$ cat src/rtl/rom_ctrl_pkg.sv
// Shared widths, fetch step and queue entry type for the ROM fetch/data arbiter.
// Types only; no logic, no latency.
package rom_ctrl_pkg;
  localparam int DEF_ADDR_W   = 10;
  localparam int DEF_DATA_W   = 32;
  localparam int DEF_FAIR_MAX = 4;
  localparam int PC_STEP      = 4;

  typedef struct packed {
    logic [DEF_ADDR_W-1:0] pc;
    logic [DEF_DATA_W-1:0] instr;
  } fetch_entry_t;
endpackage

$ cat src/rtl/rom_fetch_arbiter_fetch_queue.sv
// Two-entry FIFO of fetched {pc, instr}; head visible the cycle after push.
// Push and pop may coincide at any occupancy; flush empties on the next edge.
module fetch_queue
  import rom_ctrl_pkg::*;
(
  input  logic         clock,
  input  logic         reset_n,
  input  logic         push,
  input  logic         pop,
  input  logic         flush,
  input  fetch_entry_t wdata,
  output fetch_entry_t head,
  output logic         full,
  output logic         empty
);
  fetch_entry_t mem [2];
  logic         wr_ptr;
  logic         rd_ptr;
  logic [1:0]   count;

  assign head  = mem[rd_ptr];
  assign full  = (count == 2'd2);
  assign empty = (count == 2'd0);

  always_ff @(posedge clock or negedge reset_n) begin
    if (!reset_n) begin
      mem[0] <= '0;
      mem[1] <= '0;
      wr_ptr <= 1'b0;
      rd_ptr <= 1'b0;
      count  <= 2'd0;
    end else if (flush) begin
      wr_ptr <= 1'b0;
      rd_ptr <= 1'b0;
      count  <= 2'd0;
    end else begin
      if (push) begin
        mem[wr_ptr] <= wdata;
        wr_ptr      <= ~wr_ptr;
      end
      if (pop) rd_ptr <= ~rd_ptr;
      case ({push, pop})
        2'b10:   count <= count + 2'd1;
        2'b01:   count <= count - 2'd1;
        default: count <= count;
      endcase
    end
  end
endmodule

$ cat src/rtl/rom_fetch_arbiter.sv
// Shares one combinational ROM port between PC fetch (into a 2-deep queue) and data reads.
// Fetch word visible 1 cycle later, data response 1 cycle after grant; fetch stalls when queue full.
module rom_fetch_arbiter
  import rom_ctrl_pkg::*;
#(
  parameter int                  ADDR_W   = DEF_ADDR_W,
  parameter int                  DATA_W   = DEF_DATA_W,
  parameter logic [ADDR_W-1:0]   RESET_PC = '0,
  parameter int                  FAIR_MAX = DEF_FAIR_MAX
) (
  input  logic              clock,
  input  logic              reset_n,
  output logic [ADDR_W-1:0] rom_addr,
  input  logic [DATA_W-1:0] rom_data,
  input  logic              redirect_valid,
  input  logic [ADDR_W-1:0] redirect_pc,
  output logic              inst_valid,
  input  logic              inst_ready,
  output logic [DATA_W-1:0] inst_data,
  output logic [ADDR_W-1:0] inst_pc,
  input  logic              dreq_valid,
  input  logic [ADDR_W-1:0] dreq_addr,
  output logic              dreq_ready,
  output logic              drsp_valid,
  output logic [DATA_W-1:0] drsp_data
);
  localparam int FW = $clog2(FAIR_MAX + 1);

  logic [ADDR_W-1:0] pc;
  logic [FW-1:0]     fair_cnt;
  fetch_entry_t      head;
  fetch_entry_t      wdata;
  logic              q_full, q_empty;
  logic              pop, fetch_possible, data_grant, fetch_grant;

  // A redirect hides the head so nothing stale is consumed while the queue is being flushed.
  assign inst_valid     = !q_empty && !redirect_valid;
  assign pop            = inst_valid && inst_ready;
  assign fetch_possible = !redirect_valid && (!q_full || pop);
  assign data_grant     = dreq_valid && !((fair_cnt == FW'(FAIR_MAX)) && fetch_possible);
  assign fetch_grant    = !data_grant && fetch_possible;

  assign dreq_ready = data_grant;
  assign rom_addr   = data_grant ? {dreq_addr[ADDR_W-1:2], 2'b00} : pc;
  assign wdata      = '{pc: pc, instr: rom_data};
  assign inst_data  = head.instr;
  assign inst_pc    = head.pc;

  fetch_queue u_queue (
    .clock   (clock),
    .reset_n (reset_n),
    .push    (fetch_grant),
    .pop     (pop),
    .flush   (redirect_valid),
    .wdata   (wdata),
    .head    (head),
    .full    (q_full),
    .empty   (q_empty)
  );

  always_ff @(posedge clock or negedge reset_n) begin
    if (!reset_n) begin
      pc         <= RESET_PC;
      fair_cnt   <= '0;
      drsp_valid <= 1'b0;
      drsp_data  <= '0;
    end else begin
      if (redirect_valid)   pc <= {redirect_pc[ADDR_W-1:2], 2'b00};
      else if (fetch_grant) pc <= pc + ADDR_W'(PC_STEP);

      if (!dreq_valid || fetch_grant)                     fair_cnt <= '0;
      else if (data_grant && fair_cnt != FW'(FAIR_MAX))   fair_cnt <= fair_cnt + 1'b1;

      drsp_valid <= data_grant;
      if (data_grant) drsp_data <= rom_data;
    end
  end
endmodule

$ cat config.mk
export PLATFORM = sky130hd
export DESIGN_NAME = rom_fetch_arbiter
export DESIGN_NICKNAME = d
export VERILOG_FILES = /design/src/rtl/rom_ctrl_pkg.sv /design/src/rtl/rom_fetch_arbiter_fetch_queue.sv /design/src/rtl/rom_fetch_arbiter.sv
export SDC_FILE = /design/constraint.sdc
export NUM_CORES = 1
export LEC_CHECK = 0
export ABC_AREA = 0
export BUFFER_PORTS_ARGS = -buffer_cell sky130_fd_sc_hd__buf_2
export CELL_PAD_IN_SITES_DETAIL_PLACEMENT = 1
export CELL_PAD_IN_SITES_GLOBAL_PLACEMENT = 1
export CORE_MARGIN = 5
export CORE_UTILIZATION = 39
export DETAILED_ROUTE_END_ITERATION = 10
export PLACE_DENSITY_LB_ADDON = 0.05
export SLEW_MARGIN = 5
export SYNTH_ARGS = -nofsm -noshare
export SYNTH_HDL_FRONTEND = slang
export SYNTH_SLANG_ARGS = --single-unit
$ cat constraint.sdc
create_clock -name clock -period 1.95 [get_ports clock]
set_clock_uncertainty 0.05 [all_clocks]
set_input_delay 0 -clock clock [delete_from_list [all_inputs] [get_ports clock]]
set_output_delay 0 -clock clock [all_outputs]
set_load 0.05 [all_outputs]
# --- Yosys cells after proc, flatten, opt, wreduce, memory -nomap -nowiden ---
# Cells that the tools add are included.
classes:
  n_addsub: 4
  n_lt_le_gt_ge: 3
  eq_ne: 5
  mux: 17
  bitwise: 5
  reduce_logical: 22
ops:
  columns: ["op", "n"]
  rows:
  - ["two-way mux 42 bit", 4]
  - ["bitwise mux 84 bit", 1]
  - ["demux 42 bit (select 1 bit)", 1]
  - ["two-way mux 10 bit", 3]
  - ["adder 10 x 3 -> 10 bit (second input constant)", 1]
  - ["logical AND 1 bit", 8]
  - ["zero test 1 bit", 6]
  - ["two-way mux 3 bit", 2]
  - ["nonzero test 2 bit", 3]
  - ["equality test 2 bit (second input constant)", 2]
  - [">= comparator 2 bit (second input constant)", 2]
  - ["two-way mux 1 bit", 4]
  - ["inverter 1 -> 2 bit", 2]
  - ["case mux 2 bit (2 select lines)", 1]
  - ["adder 3 x 1 -> 3 bit (second input constant)", 1]
  - ["equality test 3 bit (second input constant)", 1]
  - ["inequality test 3 bit (second input constant)", 1]
  - ["inverter 1 bit", 3]
  - ["nonzero test 3 bit", 1]
  - ["adder 2 x 1 -> 2 bit (second input constant)", 1]
  - ["equality test 2 x 1 -> 1 bit (second input constant)", 1]
  - ["zero test 2 bit", 1]
  - ["logical OR 1 bit", 2]
  - ["< comparator 2 x 1 -> 1 bit (second input constant)", 1]
  - ["other kinds (3)", 3]
word_totals:
  regBits: 134
  inputBits: 57
  word_cells: 67

# --- Longest topological paths before layout ---
# Gate-level depths: netlist of run 1.
depth:
  ltp_word: 14
  depth_mapped: 8
  depth_no_buf: 6

# --- Modules after synthesis ---
# A second synthesis of run 1 with hierarchy kept.
unflattened:
  hier_cells: 397
  area_unflattened_um2: 5880.6
modules_own_cells:
  columns: ["module", "instances", "cells_each", "area_each_um2", "seq_area_each_um2"]
  rows:
  - ["fetch_queue", 1, 244, 3862.5, 2202.1]
  - ["rom_fetch_arbiter", 1, 153, 2018.2, 1101.1]

# --- Worst setup path before layout of run 1 ---
# OpenSTA, ideal clock, no wires.
synth_timing:
  path_kind: "register to output"
  startpoint: "reg fair_cnt[0]"
  endpoint: "out rom_addr[2]"
  arrival_time_ps: 1910
  required_time_ps: 1900
  path_slack_ps: -10
  stages_incl_launch_ff: 7
  path_buffers: 1
  cell_sequence: "dfrtp_1 > inv_1 > ha_1 > nand2_1 > o31ai_2 > buf_2 > mux2_2"
synth_via:
  elab_chain_cells: 5
synth_rtl:
  columns: ["element", "line", "source"]
  rows:
  - ["from (decl)", "rom_fetch_arbiter.sv:30", "logic [FW-1:0] fair_cnt;"]
  - ["from (signal assigned)", "rom_fetch_arbiter.sv:72", "else if (data_grant && fair_cnt != FW'(FAIR_MAX)) fair_cnt <= fair_cnt + 1'b1;"]
  - ["equality test 3 bit", "rom_fetch_arbiter.sv:40", "assign data_grant = dreq_valid && !((fair_cnt == FW'(FAIR_MAX)) && fetch_possible);"]
  - ["logical AND 1 bit", "rom_fetch_arbiter.sv:40", null]
  - ["zero test 1 bit", "rom_fetch_arbiter.sv:40", null]
  - ["logical AND 1 bit", "rom_fetch_arbiter.sv:40", null]
  - ["two-way mux 10 bit", "rom_fetch_arbiter.sv:44", "assign rom_addr = data_grant ? {dreq_addr[ADDR_W-1:2], 2'b00} : pc;"]
  - ["to (decl)", "rom_fetch_arbiter.sv:13", "output logic [ADDR_W-1:0] rom_addr,"]
# No other way between the ends.

# --- Worst setup path in the final report of run 1 ---
layout_timing:
  startpoint: "reg fair_cnt[1]"
  endpoint: "out rom_addr[7]"
# Same word-level chain as after synthesis.

==> flow_summary.yaml, run 1 <==
detailed_routing:
  wire_per_inst_um: 18.9
  ant_nets: 0
  viasPerCell: 4.93
  remaining_drc_errors: 0
  drt-initial-drc-count: 121
  drt_wl_total_um: 15300
  vias: 3993
  firstDrtPassIters: 4
sta:
  slew_violations: 0
  worstMarginPinSlew_ps: 654
  slew_headroom: 0.564
  period_needed_ps: 2100
  fmax_ghz: 0.477
  setup_slack_ps: -148
  setup_viol: 93
  rsz0062_at_grt: "true"
  hold_slack_ps: 72.4
  fin_setup_tns_ps: -8340
  hold_viol: 0
  min_period_over_period: 1.08
critical_path:
  path_cells: "inv_2 > ha_4 > nand2_4 > o31ai_4 > buf_6 > buf_12 > mux2_4 > buf_8"
  crit_fanout: 7
  cpMaxStageDelayCell: "dfrtp_1"
  worstSetupStartpointType: "register"
  critPathTopFamily: "buffers and inverters"
  crit_type: "register to output pin"
  worst-path-buf-inv: 4
  worstPathRequired_ps: 1900
  end_kind: "output pin"
  cpPeakStageDelay_ps: 400
  arrival_ps: 2050
floorplanning:
  core_um2: 14600
  die_x_um: 132
  die_area_um2: 17400
  num_io_pins: 144
  start_util: 0.398
  fp.dieH_um: 132
  num_rows: 44
global_route:
  grt_remaining_overflow: 0
  track_usage: 0.174
  grt_first_pass_wirelength_um: 24200
  grt_antenna_before_repair: 0
  grt_max_degree: 48
  grt_pass1_vias: 4469
clock_network:
  clk_pin_slew_ps: 60
  cts_sinks: 128
  clk_path_buf_depth: 2
  tritoncts: "built"
  clock-root-buffer: "clkbuf_16"
  cts_buffers: 17
  clk_latency_ps: 420
  cts_max_level: 4
final_layout:
  fin_cells: 810
  register_area_um2: 3200
  drive_above_1_share: 0.621
  syn_to_final_growth_pct: 44.6
  final_cell_mix: "127 x dfrtp_1, 125 x buf_2, 111 x mux2_2, 49 x mux2_4, 42 x dlygate4sd3_1"
  multi_input_area_um2: 2530
  finish.utilization: 0.575
  layout_commonest_cell: "dfrtp_1"
  diodes: 0
  fill_cells: 1436
  finalNetCount: 673
synth:
  yosysTopAreaCell: "dfrtp_1"
  synth_area_leaders: "dfrtp_1 55%, mux2_2 23%, mux2_4 10%"
  avgSynthCellArea_um2: 14.9
  synth_cell_types: 36
  syn_area_um2: 5800
  synth_top_cell_area_share: 0.552
  ys_warn_count: 0
  syn_inst: 389
  seq_area_frac_synth: 0.552
  synth_seq_cells: 128
pwr:
  ir_worst_vdd_mv: 0.593
  p_leak_nw: 3.89
  p_per_area_nw_per_um2: 1240
run_status:
  status: "complete, but fails checks"
  violations: "negative setup slack"
place:
  post-dp-hpwl_um: 9360
  portBuffers: 135
  place.gp.congestion: 0.712
  dp.cells: 711
  place_ws_ps: -14.0
run:
  cap_violations: 0
worst_hold_path:
  hp-class: "input pin to register"
==> cell type report <==
cell class	instances	area share
clock buffer	22	0.0577
clock inverter	10	0.0130
inverter	4	0.00179
multi-input combinational	234	0.302
sequential	128	0.382
tap	184	0.0274
timing repair buffer	228	0.217
==> per-stage QoR <==
stage	area [um2]	total power [W]
3_3_place_gp	6890	0.00690
2_1_floorplan	5830	0.00620
3_5_place_dp	6890	0.00700
5_1_grt	8390	0.0109
4_1_cts	8210	0.0104
6_report	8390	0.0104
==> path summary, 6_finish.rpt <==
kind	slack [ps]	depth (start not counted)	endpoint	start
max in group asynchronous	1110	3	drsp_data[2]	reset_n
worst max-delay path	-150	8	rom_addr[7]	fair_cnt[1]
worst min register to register	430	1	u_queue.mem[78]	u_queue.mem[78]
worst max register to register	-140	8	u_queue.mem[3]	fair_cnt[0]
min in group asynchronous	110	2	drsp_data[12]	reset_n
worst min-delay path	70	3	u_queue.rd_ptr	redirect_valid
==> routing by layer <==
layer  routed length [um]  vias up  GRT usage
li1                     -     1832          -
met2                 7940       90      0.294
met1                 6500     2054      0.214
met4                  187        0     0.0549
met3                  702       17     0.0511
met5                    0        -          0
==> sequential cells by signal, indices dropped and copies added (netlist names) <==
| signal | cells |
|---|---|
| u_queue.count | 2 |
| u_queue.mem | 80 |
| fair_cnt | 3 |
| pc | 8 |
| u_queue.wr_ptr | 1 |
| drsp_data | 32 |
| drsp_valid | 1 |
| u_queue.rd_ptr | 1 |
==> tightest hold or removal path, cell delays in order <==
cell,delay (ps)
buf_2,150
buf_4,220
nor2_1,110
==> logic make-up after synthesis <==
| kind of cell | synth area share |
|---|---|
| mux | 0.347 |
| flops | 0.552 |
| simple gates | 0.0369 |
| buf+inv | 0.0297 |
| compound gates | 0.0136 |
| xor+xnor | 0.0136 |
| fa+ha+maj | 0.00647 |
| other cells | 0.000646 |
==> synthesized netlist by cell type <==
| cell type | instances |
|---|---|
| dfrtp_1 | 128 |
| mux2_2 | 120 |
| mux2_4 | 40 |
| nor2_1 | 11 |
| nand2_1 | 10 |
| buf_2 | 8 |
| clkbuf_1 | 7 |
| buf_4 | 5 |
| o21ai_0 | 5 |
| xnor2_1 | 5 |
| buf_6 | 4 |
| inv_1 | 4 |
| nand3_1 | 4 |
| nor3_1 | 4 |
| xor2_1 | 4 |
| ha_1 | 3 |
| mux2_1 | 3 |
| mux2i_1 | 3 |
| nor4_1 | 3 |
| a21oi_1 | 2 |
| a211oi_1 | 1 |
| a21boi_1 | 1 |
| a21o_1 | 1 |
| a311oi_1 | 1 |
| and2_1 | 1 |
| and3_1 | 1 |
| buf_1 | 1 |
| clkbuf_2 | 1 |
| conb_1 | 1 |
| nand4_1 | 1 |
| nor3_2 | 1 |
| nor3b_4 | 1 |
| nor4_2 | 1 |
| nor4b_1 | 1 |
| o31ai_2 | 1 |
| or4_1 | 1 |
==> report_power, final <==
part           total (W)  internal [W]  switching (W)  leakage, nW
logic            0.00359       0.00150        0.00209         2.07
clock network    0.00316       0.00201        0.00115        0.292
registers        0.00366       0.00329       0.000366         1.52
==> repair_timing <==
| action | in CTS | in global routing |
|---|---|---|
| endpoints found under the setup margin | 50 | 111 |
| endpoints found under the hold margin | 148 | 0 |
| buffers inserted | 12 | 5 |
| pin swaps | 3 | 2 |
| gates cloned | 2 | 6 |
| hold buffers | 42 | 0 |
| resized for setup | 50 | 3 |
(Power assumes the default switching activity.)
==> run 2: changes to the inputs <==
CORE_UTILIZATION = 35   (was 39)
==> flow_summary.yaml, run 2 (synthesis results as in run 1) <==
place:
  post-dp-hpwl_um: 9390
  place_ws_ps: -13.8
  place.gp.congestion: 0.752
  portBuffers: 135
  dp.cells: 744
floorplanning:
  core_um2: 16400
  die_x_um: 139
  num_rows: 47
  die_area_um2: 19300
  fp.dieH_um: 139
  num_io_pins: 144
  start_util: 0.354
detailed_routing:
  ant_nets: 0
  viasPerCell: 4.65
  vias: 3918
  drt-initial-drc-count: 89
  firstDrtPassIters: 4
  remaining_drc_errors: 0
  wire_per_inst_um: 18.4
  drt_wl_total_um: 15500
global_route:
  track_usage: 0.157
  grt_antenna_before_repair: 0
  grt_max_degree: 47
  grt_remaining_overflow: 0
  grt_pass1_vias: 4388
  grt_first_pass_wirelength_um: 24100
final_layout:
  fin_cells: 843
  finish.utilization: 0.517
  layout_commonest_cell: "dfrtp_1"
  top_register: "u_queue.mem"
  drive_above_1_share: 0.620
  syn_to_final_growth_pct: 46.1
  largestRegisters: "u_queue.mem (80), drsp_data (32), pc (8)"
  diodes: 0
  final_cell_mix: "127 x dfrtp_1, 125 x buf_2, 112 x mux2_2, 49 x mux2_4, 44 x dlygate4sd3_1"
  largest_reg_flops: 80
  finalNetCount: 670
pwr:
  p_sw_frac: 0.344
  netSwitchingPower_w: 0.00362
  p_per_area_nw_per_um2: 1240
  power_frac_clock: 0.315
  intPower_w: 0.00690
  pwr-share-comb: 0.339
  seqPwrFrac: 0.347
  ir_worst_vdd_mv: 0.660
  p_leak_nw: 3.88
  total_power_w: 0.0105
critical_path:
  crit_fanout: 7
  r2r-start: "fair_cnt[0]"
  r2r-end: "u_queue.mem[5]"
  worstSetupStartpointType: "register"
  arrival_ps: 2090
  worst-r2r-setup-slack_ps: -130
  worstPathRequired_ps: 1900
  crit_type: "register to output pin"
  end_kind: "output pin"
  reg2regPathDepth: 8
worst_hold_path:
  hp-class: "input pin to register"
  hold_end: "drsp_valid"
  hp-start: "dreq_valid"
  whs_path_depth: 5
clock_network:
  tritoncts: "built"
  cts_max_level: 4
  clk_latency_ps: 420
  clock-root-buffer: "clkbuf_16"
  clk_path_buf_depth: 2
  cts_sinks: 128
  clk_pin_slew_ps: 60
  cts_buffers: 17
sta:
  hold_slack_ps: 37.9
  min_period_over_period: 1.10
  rsz0062_at_grt: "true"
  period_needed_ps: 2140
  slew_violations: 0
  fmax_ghz: 0.468
  setup_viol: 48
  setup_slack_ps: -188
  hold_viol: 0
run_status:
  violations: "negative setup slack"
  status: "complete, but fails checks"
run:
  cap_violations: 0
[run 2: cell types whose count changed in the layout (fill, tap and decap cells not counted), sizes merged]
cell	before	now
bufinv	2	4
buf	182	174
inv	4	5
clkbuf	26	25
clkinvlp	2	3
dlygate4sd3	42	44
[run 2: stage by stage]
stage          TNS, ps  instance area (um2)
2_1_floorplan        0                 5830
3_3_place_gp         0                 6900
3_5_place_dp      -147                 6900
4_1_cts          -4610                 8210
5_1_grt         -11390                 8480
6_report         -5440                 8480
[run 2: metal layers]
layer / part of all wire / wire, um / vias to the layer above / GRT usage
li1: - / - / 1823 / -
met1: 0.44 / 6810 / 1978 / 0.194
met2: 0.51 / 7860 / 96 / 0.268
met3: 0.042 / 646 / 21 / 0.0414
met4: 0.015 / 232 / 0 / 0.0556
met5: 0 / 0 / - / 0
[run 2: final cells by class]
cell class	count	area, um2
multi-input cells	234	2530
clock inverters	14	189
well taps	220	275
fillers	1627	7930
inverters	4	15.0
repair buffers	225	1830
flip-flops and latches	128	3200
clock buffers	18	429
[run 2: power groups by stage]
stage / Combinational, W / Clock (W) / Sequential (W)
floorplan: 0.00236 / 0 / 0.00384
global placement: 0.00328 / 0 / 0.00365
detailed placement: 0.00332 / 0 / 0.00367
CTS: 0.00353 / 0.00341 / 0.00364
global route: 0.00376 / 0.00353 / 0.00373
finish: 0.00356 / 0.00331 / 0.00365
[run 2: repair_timing]
item	4_1_cts	5_1_grt
setup buffers	9	4
pin swaps	4	3
endpoints found under the hold margin	206	0
cloned	2	10
hold buffers	44	0
endpoints found under the setup margin	48	126
resized for setup	41	10
[run 2: worst max-delay path by stage]
stage	to	cells past startpoint	from	slack [ps]
2_1_floorplan	u_queue.mem[0]	7	u_queue.count[0]	20
3_3_place_gp	u_queue.mem[2]	7	fair_cnt[0]	40
3_5_place_dp	u_queue.mem[26]	7	fair_cnt[0]	-10
4_1_cts	rom_addr[4]	8	fair_cnt[0]	-250
5_1_grt	rom_addr[4]	8	fair_cnt[0]	-280
6_report	rom_addr[4]	8	fair_cnt[0]	-190
[run 2: critical path, stage by stage, from the launching register on]
cell	delay [ps]
dfrtp_1	380
inv_1	80
ha_2	180
nand2_2	80
o31ai_4	190
buf_6	150
buf_12	130
mux2_4	310
buf_8	150
==> run 3: changes to the inputs <==
CORE_MARGIN = unset   (was 5)
==> flow_summary.yaml, run 3 (synthesis results as in run 1) <==
run_status:
  status: "complete, but fails checks"
  violations: "negative setup slack"
sta:
  min_period_over_period: 1.10
  setup_viol: 91
  fmax_ghz: 0.466
  hold_viol: 0
  slew_violations: 0
  period_needed_ps: 2150
  rsz0062_at_grt: "true"
  setup_slack_ps: -198
  hold_slack_ps: 91.4
detailed_routing:
  wire_per_inst_um: 17.8
  firstDrtPassIters: 4
  ant_nets: 0
  vias: 3924
  drt-initial-drc-count: 86
  viasPerCell: 4.71
  remaining_drc_errors: 0
  drt_wl_total_um: 14800
critical_path:
  worst-path-buf-inv: 4
  critPathTopFamily: "buffers and inverters"
  cpPeakStageDelay_ps: 390
  cpMaxStageDelayCell: "dfrtp_1"
  path_depth: 8
  crit_fanout: 6
  reg2regPathDepth: 10
  crit_type: "register to output pin"
  worstSetupStartpointType: "register"
  path_cells: "inv_2 > ha_4 > nand2_4 > o31ai_4 > buf_6 > buf_12 > mux2_4 > buf_8"
  end_kind: "output pin"
  arrival_ps: 2100
  worstPathRequired_ps: 1900
pwr:
  power_frac_clock: 0.283
  intPower_w: 0.00663
  p_per_area_nw_per_um2: 1200
  pwr-share-comb: 0.359
  netSwitchingPower_w: 0.00357
  ir_worst_vdd_mv: 0.666
  seqPwrFrac: 0.358
  p_leak_nw: 3.93
  p_sw_frac: 0.350
global_route:
  grt_max_degree: 65
  grt_remaining_overflow: 0
  grt_first_pass_wirelength_um: 22800
  grt_antenna_before_repair: 0
  grt_pass1_vias: 4185
  track_usage: 0.180
worst_hold_path:
  hp-class: "input pin to async pin"
floorplanning:
  die_x_um: 131
  die_area_um2: 17100
  core_um2: 16100
  num_rows: 46
  num_io_pins: 144
  start_util: 0.361
  fp.dieH_um: 131
final_layout:
  finish.utilization: 0.528
  largest_reg_flops: 80
  largestRegisters: "u_queue.mem (80), drsp_data (32), pc (8)"
  layout_commonest_cell: "dfrtp_1"
  drive_above_1_share: 0.620
  top_register: "u_queue.mem"
  final_cell_mix: "127 x dfrtp_1, 125 x buf_2, 90 x mux2_2, 73 x mux2_4, 45 x dlygate4sd3_1"
  fin_cells: 834
  syn_to_final_growth_pct: 46.0
  finalNetCount: 667
  diodes: 0
clock_network:
  clock-root-buffer: "clkbuf_16"
  clk_latency_ps: 420
  cts_max_level: 4
  cts_buffers: 17
  clk_path_buf_depth: 2
  clk_pin_slew_ps: 50
  tritoncts: "built"
  cts_sinks: 128
place:
  portBuffers: 135
  place.gp.congestion: 0.709
  post-dp-hpwl_um: 8660
  place_ws_ps: 9.22
  dp.cells: 740
run:
  cap_violations: 0
-- run 3: changes by cell type in the layout (fill, tap and decap cells not counted), moves of 4 or more --
cell / before / now
buf_4: 24 / 18
bufinv_16: 4 / 0
clkbuf_8: 0 / 5
mux2_2: 112 / 90
mux2_4: 49 / 73
clkbuf_16: 24 / 20
buf_12: 7 / 13
-- run 3: layout make-up --
| class | count | area, um2 |
|---|---|---|
| clock buffer | 24 | 502 |
| sequential | 128 | 3200 |
| fill | 1582 | 7580 |
| timing repair buffer | 222 | 1820 |
| tap | 216 | 270 |
| inverter | 4 | 15.0 |
| multi-input combinational | 234 | 2640 |
| clock inverter | 6 | 32.5 |
-- run 3: repair_timing --
item / 4_1_cts / 5_1_grt
endpoints found under the setup margin: 10 / 102
endpoints found under the hold margin: 236 / 0
pin swaps: 3 / 3
gates resized for setup: 52 / 39
hold buffers: 45 / 0
setup buffers: 8 / 6
cloned: 2 / 5
-- run 3: power groups by stage --
| stage | registers [W] | logic (W) | clock network (W) |
|---|---|---|---|
| 2_1_floorplan | 0.00384 | 0.00236 | 0 |
| 3_3_place_gp | 0.00363 | 0.00326 | 0 |
| 3_5_place_dp | 0.00367 | 0.00331 | 0 |
| 4_1_cts | 0.00365 | 0.00354 | 0.00295 |
| 5_1_grt | 0.00375 | 0.00387 | 0.00307 |
| 6_report | 0.00366 | 0.00366 | 0.00288 |
-- run 3: through the flow --
| stage | area (um2) | power, W | TNS, ps |
|---|---|---|---|
| after CTS | 8210 | 0.0101 | -2460 |
| after detailed placement | 6930 | 0.00698 | 0 |
| after global routing | 8480 | 0.0107 | -15790 |
| after floorplan | 5830 | 0.00620 | 0 |
| final | 8480 | 0.0102 | -10020 |
| after global placement | 6930 | 0.00689 | 0 |
-- run 3: final timing paths --
kind / slack, ps / end / start
min in group clock: 280 / pc[6] / redirect_pc[6]
worst min register to register: 450 / drsp_data[20] / drsp_data[20]
worst min-delay path: 90 / u_queue.mem[13] / reset_n
max in group asynchronous: 1440 / u_queue.wr_ptr / reset_n
worst max-delay path: -200 / rom_addr[4] / fair_cnt[1]
worst max register to register: -140 / u_queue.mem[63] / fair_cnt[1]
-- run 3: worst register-to-register path: stages, from the launching register on --
cell      delay (ps)
dfrtp_1          390
inv_2             80
ha_4             150
buf_4            110
buf_6             90
a21boi_2          80
buf_4            160
nor4_4           170
buf_4            210
buf_12           150
mux2_2           340
-- run 3: layer usage --
metal  share of wire  wire (um)  GRT usage  vias up
met4           0.014        206     0.0690        0
met1            0.45       6690      0.223     2003
met5               0          0          0        -
met2            0.49       7290      0.301       89
li1                -          -          -     1816
met3           0.041        613     0.0480       16
